## src/rtl/rom_stream_pkg.sv

```systemverilog
// rom_stream_pkg: shared state encoding and default widths for rom_stream_reader.
package rom_stream_pkg;
    typedef enum logic [1:0] {IDLE, RUN, DRAIN} state_t;
    localparam int ROM_DATA_W = 8;
    localparam int ROM_ADDR_W = 3;
endpackage

```

## src/rtl/rom_stream_outreg.sv

```systemverilog
// rom_stream_outreg: load-gated stream output register; a bare accept empties it.
module rom_stream_outreg
    import rom_stream_pkg::*;
#(
    parameter int DATA_WIDTH = ROM_DATA_W
) (
    input  logic                  clk,
    input  logic                  reset,
    input  logic                  load,
    input  logic                  accept,
    input  logic [DATA_WIDTH-1:0] word,
    input  logic                  word_last,
    output logic [DATA_WIDTH-1:0] data,
    output logic                  valid,
    output logic                  last
);
    always_ff @(posedge clk or posedge reset) begin
        if (reset) begin
            data  <= '0;
            valid <= 1'b0;
            last  <= 1'b0;
        end else if (load) begin
            data  <= word;
            valid <= 1'b1;
            last  <= word_last;
        end else if (accept) begin
            valid <= 1'b0;
            last  <= 1'b0;
        end
    end
endmodule

```

## src/rtl/rom_stream_reader.sv

```systemverilog
// rom_stream_reader: walks an async ROM over an inclusive, wrapping address range and streams the words.
// Optional ROM_STREAM_LOOP_EN adds a loop input that restarts the range instead of finishing.
module rom_stream_reader
    import rom_stream_pkg::*;
#(
    parameter int DATA_WIDTH = ROM_DATA_W,
    parameter int ADDR_WIDTH = ROM_ADDR_W
) (
    input  logic                  clk,
    input  logic                  reset,
    input  logic                  start,
    input  logic [ADDR_WIDTH-1:0] start_addr,
    input  logic [ADDR_WIDTH-1:0] last_addr,
`ifdef ROM_STREAM_LOOP_EN
    input  logic                  loop,
`endif
    output logic [ADDR_WIDTH-1:0] rom_addr,
    input  logic [DATA_WIDTH-1:0] rom_q,
    output logic [DATA_WIDTH-1:0] out_data,
    output logic                  out_valid,
    input  logic                  out_ready,
    output logic                  out_last,
    output logic                  busy,
    output logic                  done
);
    state_t                state;
    logic [ADDR_WIDTH-1:0] addr_reg, last_reg, start_reg;
    logic                  loop_en, at_last, load, accept;
`ifdef ROM_STREAM_LOOP_EN
    assign loop_en = loop;
`else
    assign loop_en = 1'b0;
`endif
    assign at_last  = addr_reg == last_reg;
    assign load     = !out_valid || out_ready;
    assign accept   = out_valid && out_ready;
    assign rom_addr = addr_reg;
    assign busy     = state != IDLE;
    always_ff @(posedge clk or posedge reset) begin
        if (reset) begin
            state     <= IDLE;
            addr_reg  <= '0;
            last_reg  <= '0;
            start_reg <= '0;
            done      <= 1'b0;
        end else begin
            // a pass completes whenever its final word is taken, in RUN (looping) or DRAIN
            done <= accept && out_last;
            case (state)
                IDLE: if (start) begin
                    addr_reg  <= start_addr;
                    last_reg  <= last_addr;
                    start_reg <= start_addr;
                    state     <= RUN;
                end
                RUN: if (load) begin
                    if (!at_last) addr_reg <= addr_reg + 1'b1;
                    else if (loop_en) addr_reg <= start_reg;
                    else state <= DRAIN;
                end
                DRAIN: if (accept) state <= IDLE;
                default: state <= IDLE;
            endcase
        end
    end
    rom_stream_outreg #(.DATA_WIDTH(DATA_WIDTH)) u_outreg (
        .clk       (clk),
        .reset     (reset),
        .load      (state == RUN && load),
        .accept    (accept),
        .word      (rom_q),
        .word_last (at_last),
        .data      (out_data),
        .valid     (out_valid),
        .last      (out_last)
    );
endmodule

```

## config.mk

```make
export PLATFORM = sky130hd
export DESIGN_NAME = rom_stream_reader
export DESIGN_NICKNAME = d
export VERILOG_FILES = /design/src/rtl/rom_stream_pkg.sv /design/src/rtl/rom_stream_outreg.sv /design/src/rtl/rom_stream_reader.sv
export SDC_FILE = /design/constraint.sdc
export NUM_CORES = 1
export LEC_CHECK = 0
export ABC_CLOCK_PERIOD_IN_PS = 3250
export CAP_MARGIN = 20
export CORE_AREA = 3 3 53 55
export DETAILED_ROUTE_END_ITERATION = 8
export DIE_AREA = 0 0 56 58
export HOLD_SLACK_MARGIN = 0.12
export PLACE_DENSITY = 0.74
export SYNTH_ARGS = -nofsm -noshare
export SYNTH_HDL_FRONTEND = slang
export SYNTH_HIERARCHICAL = 1
export SYNTH_SLANG_ARGS = --single-unit
export TNS_END_PERCENT = 5
```

## constraint.sdc

```tcl
create_clock -name clk -period 3.25 [get_ports clk]
set_input_delay 0.65 -clock clk [delete_from_list [all_inputs] [get_ports clk]]
set_output_delay 0.65 -clock clk [all_outputs]
set_load 0.01 [all_outputs]
```

==> metrics.cfg, run 1 <==
[sta]
max_slew.worst_pin.slew_ns = 0.590
skew_ns = 0.00460
setup_total_negative_slack_ns = 0
slew_headroom_pct = 60.6
setup_viol_count_final = 0
fin_crit_sh_pct = 68.3
maxSlewViolCount = 0
period_minus_slack_ns = 2.22
endpoints_failing_hold = 0
rsz0062_at_grt = false
fmax_mhz = 451

[power_and_ir_drop]
irDropWorstVdd_mv = 0.476
power_leakage_uw = 0.000573
pwr_density_cell_nw_per_um2 = 1040

[logic_synthesis]
synth.cell_area_um2 = 922
synth-adder-area-share_pct = 1.36
asyncSetResetFlopFracSynth_pct = 100
post_synthesis_compound_gate_area_fraction_pct = 11.8
synth_seq_cells = 19
synth_area_per_cell_um2 = 12.5
yosys.area_share.xor_xnor_pct = 2.85
synth.distinct_cells = 27
syn-instance-count = 74
largest_family_of_logic_cells_by_synthesized_area = multiplexers
synthesis.yosys.warnings = 6
yosys-mux-area-fraction_pct = 16.7
synth_edf_count = 0
post_synth_and_or_nand_nor_area_fraction_pct = 11.7
synthesis.nets = 93
yosys_most_used_dff = sky130_fd_sc_hd__dfrtp_1
sequential_fraction_of_the_synthesis_area_pct = 51.6

[place]
post_dp_cell_area_um2 = 1260
detailedPlacementHpwl_um = 1430
i_o_buffers = 32
gpl.final_weighted_congestion = 0.787

[drt]
drc_errors = 0
avgViaCountPerCell = 4.88
route.vias.total = 679
detail_route.first_pass.iterations = 4
antenna_violating_nets_post_route = 0
detail_route.wl_per_cell_um = 13.5
detail_route.wirelength_um = 1880
drt_iter0_markers = 18

[finish]
fin_area_um2 = 1300
layout-drive-gt1-share_pct = 19.3
final_net_count = 129
antenna_cells = 0
largest_reg_flops = 8
area.growth.synth_to_final_pct = 40.6
fillCellCount = 229

[floorplan]
boundaryPins = 33
core_um2 = 2430
die-height_um = 58
rows = 18
die_width_um = 56
initial_utilization_pct = 37.9
design.die.area_um2 = 3250

[clocking]
cts_sinks = 19
cts_htree_levels = 1
cts_hold_buffers = 0
cts_made_buffers = 3
clock_insertion_delay_worst_skew_ns = 0.30
tritoncts_clock_tree = yes
clk_transition_reported_paths_ns = 0.10
cts_resized = 0
post-cts-setup-buffers = 0
ctsLongestPathBuffers = 2
ctsRootBufferMaster = sky130_fd_sc_hd__clkbuf_4

[grt]
grt_max_degree = 12
grtUsageTotal_pct = 12.5
via_count_of_the_first_global_routing_pass = 703
grt_antenna_before_repair = 0
grt_first_pass_wirelength_um = 3110
grt-ovfl-total = 0

[worst_setup_path]
worst-setup-path-type = register to output pin
endpoint_kind = output pin
timing.critical_path.required_ns = 2.60
crit_path_max_fanout = 8
worst_setup_path_start_kind = register
arrival_ns = 1.57

[flow_run]
cap_viol_max_count = 0

[hold_path]
worstHoldPathType = register to register

[run_status]
outcome = finished, final reports clean

-- layer usage --
layer  GRT usage [%]  wire length, um  vias to the layer above
met5               0                0                        -
met1            16.1              866                      324
met4            5.08               33                        0
met3            3.79              128                        3
met2            19.7              847                       26
li1                -                -                      326
-- report_power, final --
group	switching, uW	internal [uW]	total (uW)
clock network	73.3	45.9	119
logic	335	446	781
registers	95.0	353	448
total	503	845	1350
-- synthesized netlist by cell type (2+ instances only) --
library cell	instances	area [um2]
sky130_fd_sc_hd__mux2_2	3	33.8
sky130_fd_sc_hd__xor2_1	3	26.3
sky130_fd_sc_hd__nor2b_1	2	12.5
sky130_fd_sc_hd__o22ai_1	2	12.5
sky130_fd_sc_hd__mux2_4	8	120
sky130_fd_sc_hd__a2bb2oi_1	3	26.3
sky130_fd_sc_hd__nand2b_1	4	25.0
sky130_fd_sc_hd__o21ai_0	2	10.0
sky130_fd_sc_hd__a21oi_1	3	15.0
sky130_fd_sc_hd__nor2_1	2	7.51
sky130_fd_sc_hd__inv_1	5	18.8
sky130_fd_sc_hd__dfrtp_1	19	475
sky130_fd_sc_hd__nand2_1	4	15.0
-- final cells by class --
cell class / count / area, um2 / share of cell area (%)
Tap cell: 30 / 37.5 / 2.90
Clock inverter: 1 / 5.00 / 0.386
Inverter: 5 / 18.8 / 1.45
Sequential cell: 19 / 475 / 36.7
Timing Repair Buffer: 33 / 328 / 25.3
Multi-Input combinational cell: 48 / 409 / 31.6
Clock buffer: 3 / 22.5 / 1.74
-- placed cells by master, fill, tap and decap left out --
master	instances
sky130_fd_sc_hd__nor2_2	1
sky130_fd_sc_hd__o21bai_1	1
sky130_fd_sc_hd__nor3_4	1
sky130_fd_sc_hd__o32ai_1	1
sky130_fd_sc_hd__clkdlybuf4s50_1	32
sky130_fd_sc_hd__a21o_2	1
sky130_fd_sc_hd__buf_4	1
sky130_fd_sc_hd__clkbuf_4	3
sky130_fd_sc_hd__o22ai_1	2
sky130_fd_sc_hd__and3_1	1
sky130_fd_sc_hd__dfrtp_1	19
sky130_fd_sc_hd__nand2_1	4
sky130_fd_sc_hd__a21oi_1	3
sky130_fd_sc_hd__a2bb2oi_1	3
sky130_fd_sc_hd__nand2b_1	4
sky130_fd_sc_hd__and2_1	1
sky130_fd_sc_hd__or2_2	1
sky130_fd_sc_hd__a21o_1	1
sky130_fd_sc_hd__o21ai_0	2
sky130_fd_sc_hd__ha_1	1
sky130_fd_sc_hd__clkinv_2	1
sky130_fd_sc_hd__nor4_1	1
sky130_fd_sc_hd__mux2_4	8
sky130_fd_sc_hd__mux2_2	3
sky130_fd_sc_hd__nor2b_1	2
sky130_fd_sc_hd__xor2_1	3
sky130_fd_sc_hd__a211oi_2	1
sky130_fd_sc_hd__inv_1	5
sky130_fd_sc_hd__nor2_1	2
-- stage by stage --
stage	std cells	setup slack, ns	power (uW)	util [%]	hold WS (ns)
2_1_floorplan	74	1.76	965	-	0.478
3_3_place_gp	134	0.760	1200	51.9	0.503
3_5_place_dp	134	0.685	1230	51.9	0.491
4_1_cts	138	1.01	1350	53.0	0.532
5_1_grt	139	0.965	1440	53.3	0.551
6_report	139	1.03	1350	53.3	0.526
-- worst paths after layout --
| path | endpoint | slack, ns | depth (start not counted) | start |
|---|---|---|---|---|
| setup / recovery | busy | 1.03 | 2 | state[0]$_DFFE_PP0P_ |
| hold / removal | u_outreg/data[2]$_DFFE_PP0P_ | 0.53 | 1 | u_outreg/data[2]$_DFFE_PP0P_ |
| setup reg to reg | u_outreg/data[4]$_DFFE_PP0P_ | 1.60 | 4 | u_outreg/valid$_DFFE_PP0P_ |
| hold reg to reg | u_outreg/data[2]$_DFFE_PP0P_ | 0.53 | 1 | u_outreg/data[2]$_DFFE_PP0P_ |
| max in group asynchronous | u_outreg/data[6]$_DFFE_PP0P_ | 2.34 | 2 | reset |
| min in group asynchronous | last_reg[1]$_DFFE_PP0P_ | 0.63 | 2 | reset |
-- logic make-up (layout without fill, tap and decap cells) --
logic type | count (synthesis) | count (layout)
fa+ha+maj | 1 | 1
mux | 11 | 11
simple gates | 18 | 18
buf+inv | 7 | 42
flops | 19 | 19
compound gates | 15 | 15
xor+xnor | 3 | 3
-- worst max-delay path, cell delays in order, from the launching register on --
cell and delay (ns):
sky130_fd_sc_hd__dfrtp_1 0.45, sky130_fd_sc_hd__or2_2 0.34, sky130_fd_sc_hd__clkdlybuf4s50_1 0.48
Power figures use the tool's default switching activity.
==> run 2, diff against run 1 <==
--- a/config.mk
+++ b/config.mk
@@ -5,7 +5,7 @@
 export SDC_FILE = /design/constraint.sdc
 export NUM_CORES = 1
 export LEC_CHECK = 0
-export ABC_CLOCK_PERIOD_IN_PS = 3250
+export ABC_CLOCK_PERIOD_IN_PS = 2100
 export CAP_MARGIN = 20
 export CORE_AREA = 3 3 53 55
 export DETAILED_ROUTE_END_ITERATION = 8
==> constraint.sdc (replaced) <==
create_clock -name clk -period 2.1 [get_ports clk]
set_input_delay 0.42 -clock clk [delete_from_list [all_inputs] [get_ports clk]]
set_output_delay 0.42 -clock clk [all_outputs]
set_load 0.01 [all_outputs]
==> run 2 against run 1 <==
Worst hold slack lost 0.12 ns. Critical endpoint unchanged. First-iteration DRC count down 33%. Wire length grew 5.4%. Critical path depth did not move. Global-route usage is 0.15 points higher. Utilization rose by 0.26 points. Combinational power grew 57%. Sequential share of layout area shrank 0.18 points. Register-to-register slack worse by 1.4 ns. Sequential power grew 56%. Cell count up 0.72%.
==> metrics.cfg, run 2 (same netlist as run 1, synthesis figures left out) <==
[place]
gpl.final_weighted_congestion = 0.750  ; -4.7%
i_o_buffers = 32  ; unchanged
pre_cts_ws_ns = -0.191  ; -0.876 ns
detailedPlacementHpwl_um = 1530  ; +7.3%
dp_cells = 136  ; +1.5%

[power_and_ir_drop]
irDropWorstVdd_mv = 0.930  ; +95%
pwr_density_cell_nw_per_um2 = 1620  ; +56%
power_leakage_uw = 0.000575  ; +0.34%

[worst_setup_path]
crit_path_max_incr_delay_ns = 0.48  ; about the same
worst_setup_path_start_kind = register
crit_family = buffers and inverters
arrival_ns = 1.59  ; +0.02 ns
crit_buf_inv = 1  ; unchanged
launching_point_of_the_worst_reg2reg_path = state[1]$_DFFE_PP0P_
timing.critical_path.cells = or2_2 -> clkdlybuf4s50_1
critical_path.slowest_cell = sky130_fd_sc_hd__clkdlybuf4s50_1
timing.critical_path.required_ns = 1.68  ; -0.92 ns
crit_path_max_fanout = 8  ; unchanged
worst-setup-path-type = register to output pin
endpoint_kind = output pin
cp-startpoint = state[0]$_DFFE_PP0P_

[finish]
antenna_cells = 0  ; unchanged
mostFrequentLayoutCell = sky130_fd_sc_hd__clkdlybuf4s50_1
layout-drive-gt1-share_pct = 19.1  ; -0.18 points
finish.cell_count_without_fillers = 140  ; +0.72%
final_net_count = 130  ; +0.78%
largest_reg_flops = 8  ; unchanged
most-common-layout-cells = sky130_fd_sc_hd__clkdlybuf4s50_1, sky130_fd_sc_hd__dfrtp_1, sky130_fd_sc_hd__mux2_4
area.growth.synth_to_final_pct = 41.2

[floorplan]
boundaryPins = 33  ; unchanged
die_width_um = 56  ; unchanged
design.die.area_um2 = 3250  ; unchanged
initial_utilization_pct = 37.9  ; unchanged
rows = 18  ; unchanged
die-height_um = 58  ; unchanged
core_um2 = 2430  ; unchanged

[sta]
maxSlewViolCount = 0  ; unchanged
postLayoutSetupSlackWorst_ns = 0.0870  ; -0.944 ns
max_slew.worst_pin.slew_ns = 1.03  ; +0.441 ns
setup_viol_count_final = 0  ; unchanged
rsz0062_at_grt = false
skew_ns = 0.00709  ; +0.00248 ns
fmax_mhz = 497
period_minus_slack_ns = 2.01
endpoints_failing_hold = 0  ; unchanged
fin_crit_sh_pct = 95.9
slew_headroom_pct = 31.0  ; -30 points

[clocking]
clock_insertion_delay_worst_skew_ns = 0.29  ; about the same
ctsLongestPathBuffers = 2  ; unchanged
cts_made_buffers = 3  ; unchanged
post-cts-setup-buffers = 0  ; unchanged
tritoncts_clock_tree = yes
cts_htree_levels = 1  ; unchanged
cts_resized = 0  ; unchanged
clk_transition_reported_paths_ns = 0.11  ; about the same
cts_sinks = 19  ; unchanged
cts_hold_buffers = 0  ; unchanged
ctsRootBufferMaster = sky130_fd_sc_hd__clkbuf_4

[hold_path]
worstHoldPathType = primary input to asynchronous set/reset pin

[grt]
grt_antenna_before_repair = 0  ; unchanged
grt_max_degree = 12  ; unchanged
grt_first_pass_wirelength_um = 3230  ; +3.8%
via_count_of_the_first_global_routing_pass = 723  ; +2.8%
grt-ovfl-total = 0  ; unchanged
grtUsageTotal_pct = 12.6  ; +0.15 points

[drt]
antenna_violating_nets_post_route = 0  ; unchanged
detail_route.wirelength_um = 1980  ; +5.4%
drc_errors = 0  ; unchanged
drt_iter0_markers = 12  ; -6
detail_route.first_pass.iterations = 4  ; unchanged
avgViaCountPerCell = 4.89  ; +0.16%
route.vias.total = 685  ; +0.88%
detail_route.wl_per_cell_um = 14.1  ; +4.6%

[run_status]
outcome = finished, final reports clean

[flow_run]
cap_viol_max_count = 0  ; unchanged

[run 2: metal layers]
metal | GRT usage (%) | share of wire (%) | vias up
met3 | 2.67 | 7.5 | 2
met2 | 22.2 | 49 | 31
met1 | 15.6 | 42 | 321
li1 | - | - | 331
met4 | 4.07 | 0.86 | 0
met5 | 0 | 0 | -
[run 2: worst register-to-register path, delay by kind of cell (launching register included)]
family | cells | cell delay (ns)
flops | 1 | 0.43
mux | 1 | 0.36
simple gates | 2 | 0.96
[run 2: stage by stage]
| stage | setup TNS (ns) | utilization [%] | total power [uW] | hold WS (ns) | area [um2] |
|---|---|---|---|---|---|
| finish | 0 | 53.5 | 2110 | 0.402 | 1300 |
| global route | 0 | 53.5 | 2250 | 0.443 | 1300 |
| CTS | 0 | 53.5 | 2130 | 0.414 | 1300 |
| detailed placement | -1.55 | 52.5 | 1940 | 0.493 | 1280 |
| global placement | -1.01 | 52.5 | 1890 | 0.503 | 1280 |
| floorplan | 0 | - | 1490 | 0.248 | 922 |
[run 2: final timing paths]
check	endpoint	slack [ns]	cells past startpoint
worst max-delay path	busy	0.09	2
worst min-delay path	rom_addr[0]$_DFFE_PP0P_	0.40	2
worst max register to register	u_outreg/data[7]$_DFFE_PP0P_	0.24	3
worst min register to register	u_outreg/data[2]$_DFFE_PP0P_	0.53	1
max in group asynchronous	u_outreg/valid$_DFFE_PP0P_	1.42	2
min in group clk	u_outreg/data[2]$_DFFE_PP0P_	0.53	1
[run 2: area by class of cell]
class	count	area, um2
Timing Repair Buffer	34	335
Tap cell	30	37.5
Sequential cell	19	475
Clock buffer	4	26.3
Fill cell	214	1130
Multi-Input combinational cell	48	409
Inverter	5	18.8
[run 2: power by group]
group          internal, uW  leakage (uW)  switching [uW]  total, uW
combinational           703      0.000336             523       1230
clock                  73.9     0.0000150             109        183
sequential              546      0.000224             153        699
total                  1320      0.000575             786       2110
